## config.mk

```make
export PLATFORM = sky130hd
export DESIGN_NAME = multiphase_clocker
export DESIGN_NICKNAME = d
export VERILOG_FILES = /design/src/rtl/clocker_pkg.sv /design/src/rtl/multiphase_clocker.sv
export SDC_FILE = /design/constraint.sdc
export NUM_CORES = 1
export LEC_CHECK = 0
export CELL_PAD_IN_SITES_DETAIL_PLACEMENT = 1
export CELL_PAD_IN_SITES_GLOBAL_PLACEMENT = 1
export CORE_MARGIN = 3
export CORE_UTILIZATION = 37
export CTS_CLUSTER_DIAMETER = 100
export CTS_CLUSTER_SIZE = 40
export DETAILED_ROUTE_END_ITERATION = 12
export PLACE_DENSITY_LB_ADDON = 0.1
export SLEW_MARGIN = 20
export SYNTH_ARGS = -nofsm -noshare
export SYNTH_HDL_FRONTEND = slang
export SYNTH_SLANG_ARGS = --single-unit
```

## constraint.sdc

```tcl
create_clock -name clk -period 3.55 [get_ports clk]
set_clock_uncertainty 0.15 [all_clocks]
set_input_delay 0.71 -clock clk [delete_from_list [all_inputs] [get_ports clk]]
set_output_delay 0.71 -clock clk [all_outputs]
set_load 0.05 [all_outputs]
```

## src/rtl/clocker_pkg.sv

```systemverilog
// Shared types and constants for the multiphase action clock generator.
// Latency: n/a (types and constants only).
// Backpressure: n/a.
package clocker_pkg;

    // Sequencer states: stopped, free-running, or executing a single step.
    typedef enum logic [1:0] {
        IDLE = 2'd0,
        RUN  = 2'd1,
        STEP = 2'd2
    } state_t;

    // Shortest action period the divider will generate, in clk cycles.
    localparam int MIN_PERIOD = 4;

endpackage : clocker_pkg

```

## src/rtl/multiphase_clocker.sv

```systemverilog
// Divided action clock with a setup pulse LEAD cycles ahead of each rising edge.
// Latency: outputs decode registered state; run/step act on the next clk edge.
// Backpressure: none; step requests queue one deep, and extra requests are dropped.
//
// Ports:
//   clk, rst      - system clock, synchronous active-high reset
//   run           - level: free-run when 1, stop at the end of the period when 0
//   step          - pulse: request one action period while stopped
//   period_in     - requested period in clk cycles (clamped to MIN_PERIOD)
//   action_clk    - low for cnt 0..H-1, high for H..P-1 (H = P/2)
//   action_pulse  - one clk at cnt = max(H-LEAD, 0)
//   period_end    - one clk on the last cycle of each period
//   busy          - a period is in progress
//   cycle_count   - completed periods, wrapping
module multiphase_clocker
    import clocker_pkg::*;
#(
    parameter int CNT_WIDTH      = 8,
    parameter int DEFAULT_PERIOD = 32,
    parameter int LEAD           = 8,
    parameter int CYC_WIDTH      = 16
) (
    input  logic                 clk,
    input  logic                 rst,
    input  logic                 run,
    input  logic                 step,
    input  logic [CNT_WIDTH-1:0] period_in,
    output logic                 action_clk,
    output logic                 action_pulse,
    output logic                 period_end,
    output logic                 busy,
    output logic [CYC_WIDTH-1:0] cycle_count
);

    localparam logic [CNT_WIDTH-1:0] MIN_P = CNT_WIDTH'(MIN_PERIOD);

    function automatic logic [CNT_WIDTH-1:0] clamp_period(input logic [CNT_WIDTH-1:0] v);
        return (v < MIN_P) ? MIN_P : v;
    endfunction

    localparam logic [CNT_WIDTH-1:0] RST_P = clamp_period(CNT_WIDTH'(DEFAULT_PERIOD));

    state_t               state, state_n;
    logic [CNT_WIDTH-1:0] cnt, cnt_n;
    logic [CNT_WIDTH-1:0] p, p_n;
    logic                 step_pend, step_pend_n;

    logic [CNT_WIDTH-1:0] half;
    logic [CNT_WIDTH-1:0] pulse_at;
    logic [31:0]          half_w;
    logic                 last;
    logic                 pend_eff;

    // Decode of registered state only; nothing here looks at run/step/period_in.
    assign half   = p >> 1;
    assign half_w = 32'(half);
    // Compare in 32 bits so a LEAD wider than the counter still clamps to 0.
    assign pulse_at = (half_w > 32'(LEAD)) ? CNT_WIDTH'(half_w - 32'(LEAD)) : '0;
    assign last     = (cnt == p - CNT_WIDTH'(1));

    assign busy         = (state != IDLE);
    assign action_clk   = busy && (cnt >= half);
    assign action_pulse = busy && (cnt == pulse_at);
    assign period_end   = busy && last;

    // A step arriving on any STEP cycle, including the last, counts as pending.
    assign pend_eff = step_pend | step;

    always_comb begin
        state_n     = state;
        cnt_n       = cnt;
        p_n         = p;
        step_pend_n = step_pend;
        unique case (state)
            IDLE: begin
                cnt_n       = '0;
                p_n         = clamp_period(period_in);
                step_pend_n = 1'b0;
                // run has priority; a simultaneous step is discarded.
                if (run) begin
                    state_n = RUN;
                end else if (step || step_pend) begin
                    state_n = STEP;
                end
            end
            RUN: begin
                step_pend_n = 1'b0;
                if (last) begin
                    cnt_n = '0;
                    p_n   = clamp_period(period_in);
                    if (!run) begin
                        state_n = IDLE;
                    end
                end else begin
                    cnt_n = cnt + CNT_WIDTH'(1);
                end
            end
            STEP: begin
                if (last) begin
                    cnt_n       = '0;
                    p_n         = clamp_period(period_in);
                    step_pend_n = 1'b0;
                    if (run) begin
                        state_n = RUN;
                    end else if (pend_eff) begin
                        state_n = STEP;
                    end else begin
                        state_n = IDLE;
                    end
                end else begin
                    cnt_n       = cnt + CNT_WIDTH'(1);
                    step_pend_n = pend_eff;
                end
            end
            default: begin
                state_n     = IDLE;
                cnt_n       = '0;
                step_pend_n = 1'b0;
            end
        endcase
    end

    always_ff @(posedge clk) begin
        if (rst) begin
            state     <= IDLE;
            cnt       <= '0;
            p         <= RST_P;
            step_pend <= 1'b0;
        end else begin
            state     <= state_n;
            cnt       <= cnt_n;
            p         <= p_n;
            step_pend <= step_pend_n;
        end
    end

    // period_end is a pure decode of registered state, so a reset cycle
    // never increments the counter.
    always_ff @(posedge clk) begin
        if (rst) begin
            cycle_count <= '0;
        end else if (period_end) begin
            cycle_count <= cycle_count + CYC_WIDTH'(1);
        end
    end

endmodule : multiphase_clocker

```

==> results of run 1 <==
## flip-flops by register name, indices dropped and copies added, names as in the netlist
| signal | cells |
|---|---|
| step_pend | 1 |
| state | 2 |
| p | 8 |
| cnt | 8 |
| cycle_count | 16 |
## worst paths after layout
| check | from | endpoint | slack [ns] | cells after the start |
|---|---|---|---|---|
| worst max-delay path | p[1] | action_pulse | 0.22 | 7 |
| worst min-delay path | cycle_count[15] | cycle_count[15] | 0.35 | 2 |
| worst min register to register | cycle_count[15] | cycle_count[15] | 0.35 | 2 |
| worst max register to register | p[1] | state[0] | 0.46 | 9 |
## repair_timing
action,in CTS,in global routing
gates resized for setup,0,2
endpoints found under the setup margin,0,2
setup buffers,0,1
## per-layer routing
layer	track usage, %	up-vias	routed length (um)
met5	0	-	0
met4	4.32	0	65
met3	3.43	6	196
met2	29.0	30	2750
met1	25.6	1001	3080
li1	-	1034	-
## critical path, stage by stage (launching register included)
cell and delay, ns:
dfxtp_1 0.43, o31ai_1 0.43, nand3_1 0.24, a211oi_1 0.25
a21oi_1 0.07, a2111oi_1 0.35, and3_1 0.26, buf_12 0.15
## metrics by stage
stage	power, uW	util (%)	hold slack, ns	setup slack (ns)	cell area [sq um]
after CTS	1820	47.4	0.358	0.0930	2820
after global routing	1950	47.5	0.397	0.0189	2830
final	1810	47.5	0.346	0.220	2830
after detailed placement	1370	45.1	0.346	0.337	2690
after floorplan	1160	-	0.330	0.108	2300
after global placement	1350	45.1	0.334	0.466	2690
## kinds of logic (layout without fill, tap and decap cells)
| logic type | after synthesis | in the layout |
|---|---|---|
| flops | 35 | 35 |
| buf+inv | 29 | 58 |
| fa+ha+maj | 15 | 15 |
| compound gates | 45 | 45 |
| simple gates | 118 | 118 |
| mux | 7 | 7 |
| xor+xnor | 28 | 28 |
## power groups by stage
stage / sequential (uW) / combinational (uW) / clock [uW]
floorplan: 483 / 680 / 0
global placement: 537 / 812 / 0
detailed placement: 540 / 827 / 0
CTS: 532 / 836 / 453
global route: 544 / 936 / 468
finish: 532 / 835 / 439
## placed cells by master, fill, tap and decap left out, types with 3 or more instances in the layout
master           instances
nand2b_1                 4
nor2b_1                  4
inv_1                   11
and3_1                  10
a211oi_1                 6
xnor2_1                  9
mux2i_1                  7
ha_1                    15
nor4_1                   4
clkdlybuf4s50_1         28
a21oi_1                 14
xor2_1                  18
o21ai_0                  8
and2_1                   3
nand4_1                 10
clkbuf_8                 5
dfxtp_1                 35
buf_4                    8
o31ai_1                  3
nand3_1                 13
nor2_1                  33
nand2_1                 14
nor3_1                   7
## cell type report
| class | instances | area [sq um] | share of cell area [%] |
|---|---|---|---|
| inverter | 12 | 45.0 | 1.59 |
| timing repair buffer | 38 | 380 | 13.4 |
| clock buffer | 6 | 72.6 | 2.56 |
| sequential | 35 | 701 | 24.8 |
| multi-input combinational | 213 | 1480 | 52.2 |
| tap | 75 | 93.8 | 3.32 |
| clock inverter | 2 | 60.1 | 2.12 |
==> results.toml, run 1 <==
[worst_setup_path]
start_kind = "flip-flop"
criticalPathCategory = "reg2out"
end_kind = "output pin"
critical_path.max_fanout = 10
cp_data_required_time_ns = 2.69
cp.arrival_ns = 2.47

[global_route]
grt_pass1_vias = 2145
antenna_found_initial = 0
grtUsageTotal_pct = 18.3
overflow = 0
grt_pass1_wl_mm = 10.7
grt_max_degree = 28

[clock_network]
hold_buffers = 0
numCtsBuffers = 5
clock_path_buffers = 2
htree_levels = 2
cts_sinks = 35
cts_tree = "done"
clk_pin_slew_ns = 0.08
cts-root-buf = "clkbuf_8"
clk_latency_ns = 0.30

[synth]
synth_fp_nets = 304
yosys.area_share.simple_pct = 28.1
synth.distinct_cells = 47
yosysTopAreaCell = "dfxtp_1"
synth.area.top_cells = "dfxtp_1 (31%), ha_1 (8.2%), xor2_1 (6.9%), nor2_1 (5.4%), xnor2_1 (3.4%)"
synth.top_cells.by_count = "dfxtp_1 (35), nor2_1 (33), xor2_1 (18)"
synth_most_common_cell = "dfxtp_1"
async_flop_share_pct = 0
muxShareOfSynthArea_pct = 3.05
yosysWarningCount = 0
avgSynthCellArea_sq_um = 8.29
synth_area_sq_um = 2300
synth_top_family_by_area = "simple AND/OR/NAND/NOR gates"
synth-xor-area-share_pct = 11.0
syn_inst = 277
synth_ff_type = "dfxtp_1"
ys_ff_latch = 35
synth_edf_count = 0
synthAdderAreaFrac_pct = 8.17
yosysTopAreaCellShare_pct = 30.5
synth_compound_area_share_pct = 13.9
yosysSeqAreaShare_pct = 30.5

[floorplanning]
die_y_um = 84.8
row_count = 28
die_x_um = 84.8
dieArea_sq_um = 7190
num_io_pins = 32
fp.coreArea_sq_um = 5960
initial_core_util_pct = 38.6

[placed_design]
post-place-cells = 372
dp_hpwl_mm = 4.50
routabilityCongestion = 0.777
io_buffers = 31

[power]
leakage_uw = 0.00108
p_clk_share_pct = 24.3
p_per_area_nw_per_um2 = 638
seq_power_share_pct = 29.5
irDropWorstVdd_v = 0.000347
switching_share_pct = 39.2
p_sw_uw = 708
p_int_uw = 1100
combPwrFrac_pct = 46.2

[routing]
dr.pass1.iters = 4
drt.antenna.violating_nets = 0
wl_per_cell_um = 16.0
drc = 0
vias = 2071
drt-initial-drc-count = 76
via_per_inst = 5.44
wl_mm = 6.09

[timing]
hold_viol_final = 0
max_freq_mhz = 300
rsz0062_at_grt = "no"
final.min_clock_period_ns = 3.33
setup_violations = 0
tns_ns = 0
post-route-period-util_pct = 93.8
worst_pin_slew_ns = 0.612
max_slew_margin_pct = 58.9
maxSlewViolCount = 0

[layout]
fin_cells = 381
diodes = 0
final_layout_size_suffix_gt1_share_pct = 7.84
fillerInstances = 715
finalNetCount = 332
area_growth_pct = 23.2

[outcome]
status = "finished, final reports clean"

[run]
drv_cap = 0

[min_path]
hp-class = "reg2reg"
Power figures use the tool's default switching activity.
==> run 2, diff against run 1 <==
--- a/config.mk
+++ b/config.mk
@@ -9,10 +9,11 @@
 export CELL_PAD_IN_SITES_GLOBAL_PLACEMENT = 1
 export CORE_MARGIN = 3
 export CORE_UTILIZATION = 37
-export CTS_CLUSTER_DIAMETER = 100
+export CTS_CLUSTER_DIAMETER = 80
 export CTS_CLUSTER_SIZE = 40
 export DETAILED_ROUTE_END_ITERATION = 12
 export PLACE_DENSITY_LB_ADDON = 0.1
+export SETUP_SLACK_MARGIN = 0.15
 export SLEW_MARGIN = 20
 export SYNTH_ARGS = -nofsm -noshare
 export SYNTH_HDL_FRONTEND = slang
==> run 2 against run 1 <==
Global-route usage fell by 1.5 points. Combinational power rose by 1%. Critical path depth did not move. Cell area fell by 1.7%. Largest cell class unchanged.
==> results.toml, run 2 (same netlist as run 1, synthesis figures left out) <==
[floorplanning]
initial_core_util_pct = 38.6
num_io_pins = 32
dieArea_sq_um = 7190
die_y_um = 84.8
fp.coreArea_sq_um = 5960
row_count = 28
die_x_um = 84.8

[power]
irDropWorstVdd_v = 0.000370
leakage_uw = 0.00105
combPwrFrac_pct = 50.8
switching_share_pct = 42.0
seq_power_share_pct = 31.8
p_int_uw = 963
p_sw_uw = 696
p_clk_share_pct = 17.4
p_per_area_nw_per_um2 = 596

[worst_setup_path]
crit_family = "compound AO/OA/AOI/OAI gates"
critical_path.max_fanout = 6
crit_chain = "inv_1 > ha_1 > o21ba_1 > a221oi_1 > a41oi_1 > a2111oi_4 > buf_12"
criticalPathCategory = "reg2out"
end_kind = "output pin"
critPathBufInv = 2
slowest_stage = "a2111oi_4"
max_stage_delay_ns = 0.48
start_kind = "flip-flop"
cp.arrival_ns = 2.41
cp_data_required_time_ns = 2.69

[timing]
setup_violations = 0
worst_pin_slew_ns = 0.613
max_slew_margin_pct = 59.1
rsz0062_at_grt = "yes"
final.min_clock_period_ns = 3.27
post-route-period-util_pct = 92.2
max_freq_mhz = 306
maxSlewViolCount = 0
timing.hold.ws_ns = 0.348
tns_ns = 0
hold_viol_final = 0

[run]
drv_cap = 0

[global_route]
grtUsageTotal_pct = 16.8
grt_pass1_wl_mm = 9.90
overflow = 0
grt_pass1_vias = 2030
grt_max_degree = 19
antenna_found_initial = 0

[layout]
diodes = 0
regArea_sq_um = 704
layout_commonest_cell = "nor2_1"
multi_input_area_sq_um = 1480
fillerInstances = 748
largest_register_ffs = 16
area_growth_pct = 21.1
regMostFlops = "cycle_count"
final_layout_size_suffix_gt1_share_pct = 8.52
finalNetCount = 331
layout_common_cells = "nor2_1 (33), dfxtp_1 (32), clkdlybuf4s50_1 (28), xor2_1 (18), ha_1 (15)"
final_area_sq_um = 2780
top_regs = "cycle_count x16, cnt x8, p x8"

[routing]
drc = 0
dr.pass1.iters = 4
vias = 2067
met3_length_um = 145
wl_met2_mm = 2.56
drt.antenna.violating_nets = 0
wl_mm = 5.83
dr.max_layer_used = "met4"
m1WireLength_mm = 3.08
wl_per_cell_um = 15.3
drt-initial-drc-count = 104
via_per_inst = 5.44

[min_path]
hp-class = "reg2reg"

[clock_network]
clk_pin_slew_ns = 0.08
cts_sinks = 35
cts-root-buf = "clkbuf_8"
cts_resized = 0
numCtsBuffers = 5
clock_path_buffers = 2
cts_tree = "done"
hold_buffers = 0
htree_levels = 2
postCtsSetupRepairBufs = 0
clk_latency_ns = 0.29

[outcome]
status = "finished, final reports clean"

[placed_design]
routabilityCongestion = 0.818
place_area_sq_um = 2690
io_buffers = 31
dp_hpwl_mm = 4.38
## run 2: area by class of cell
| type | count | share of cell area [%] |
|---|---|---|
| sequential | 35 | 25.3 |
| timing repair buffer | 37 | 13.4 |
| clock buffer | 6 | 2.61 |
| inverter | 12 | 1.62 |
| tap | 75 | 3.37 |
| clock inverter | 2 | 0.450 |
| multi-input combinational | 213 | 53.2 |
## run 2: path summary, 6_finish.rpt
check,start,endpoint,slack [ns],depth (start not counted)
max reg2reg,p[0],state[0],0.48,9
min,cycle_count[14],cycle_count[14],0.35,2
min reg2reg,cycle_count[14],cycle_count[14],0.35,2
max,p[0],period_end,0.28,7
## run 2: layer usage
| layer | vias to the layer above | GRT usage (%) |
|---|---|---|
| met3 | 5 | 3.24 |
| met1 | 996 | 23.8 |
| met4 | 0 | 3.88 |
| met2 | 27 | 26.5 |
| met5 | - | 0 |
| li1 | 1039 | - |
## run 2: per-stage QoR
stage                     total power, uW  worst slack (ns)  utilization [%]  cells
after floorplan                      1170             0.514                -    277
after global placement               1360             0.499             45.2    372
final                                1660             0.278             46.7    380
after CTS                            1670             0.189             46.7    380
after global routing                 1800            0.0972             46.7    380
after detailed placement             1370             0.417             45.2    372
## run 2: power groups by stage
stage,Clock [uW],Combinational (uW),Sequential [uW]
floorplan,0,683,483
global placement,0,832,529
detailed placement,0,840,532
CTS,303,846,523
global route,317,946,539
finish,289,843,527
## run 2: worst reg2reg max path: stages (launching register included)
cell      delay, ns
dfxtp_1        0.47
inv_1          0.08
ha_1           0.27
o21ba_1        0.20
a221oi_1       0.30
a41oi_1        0.14
a211oi_2       0.61
nor2b_1        0.19
or3b_1         0.39
a211oi_1       0.19
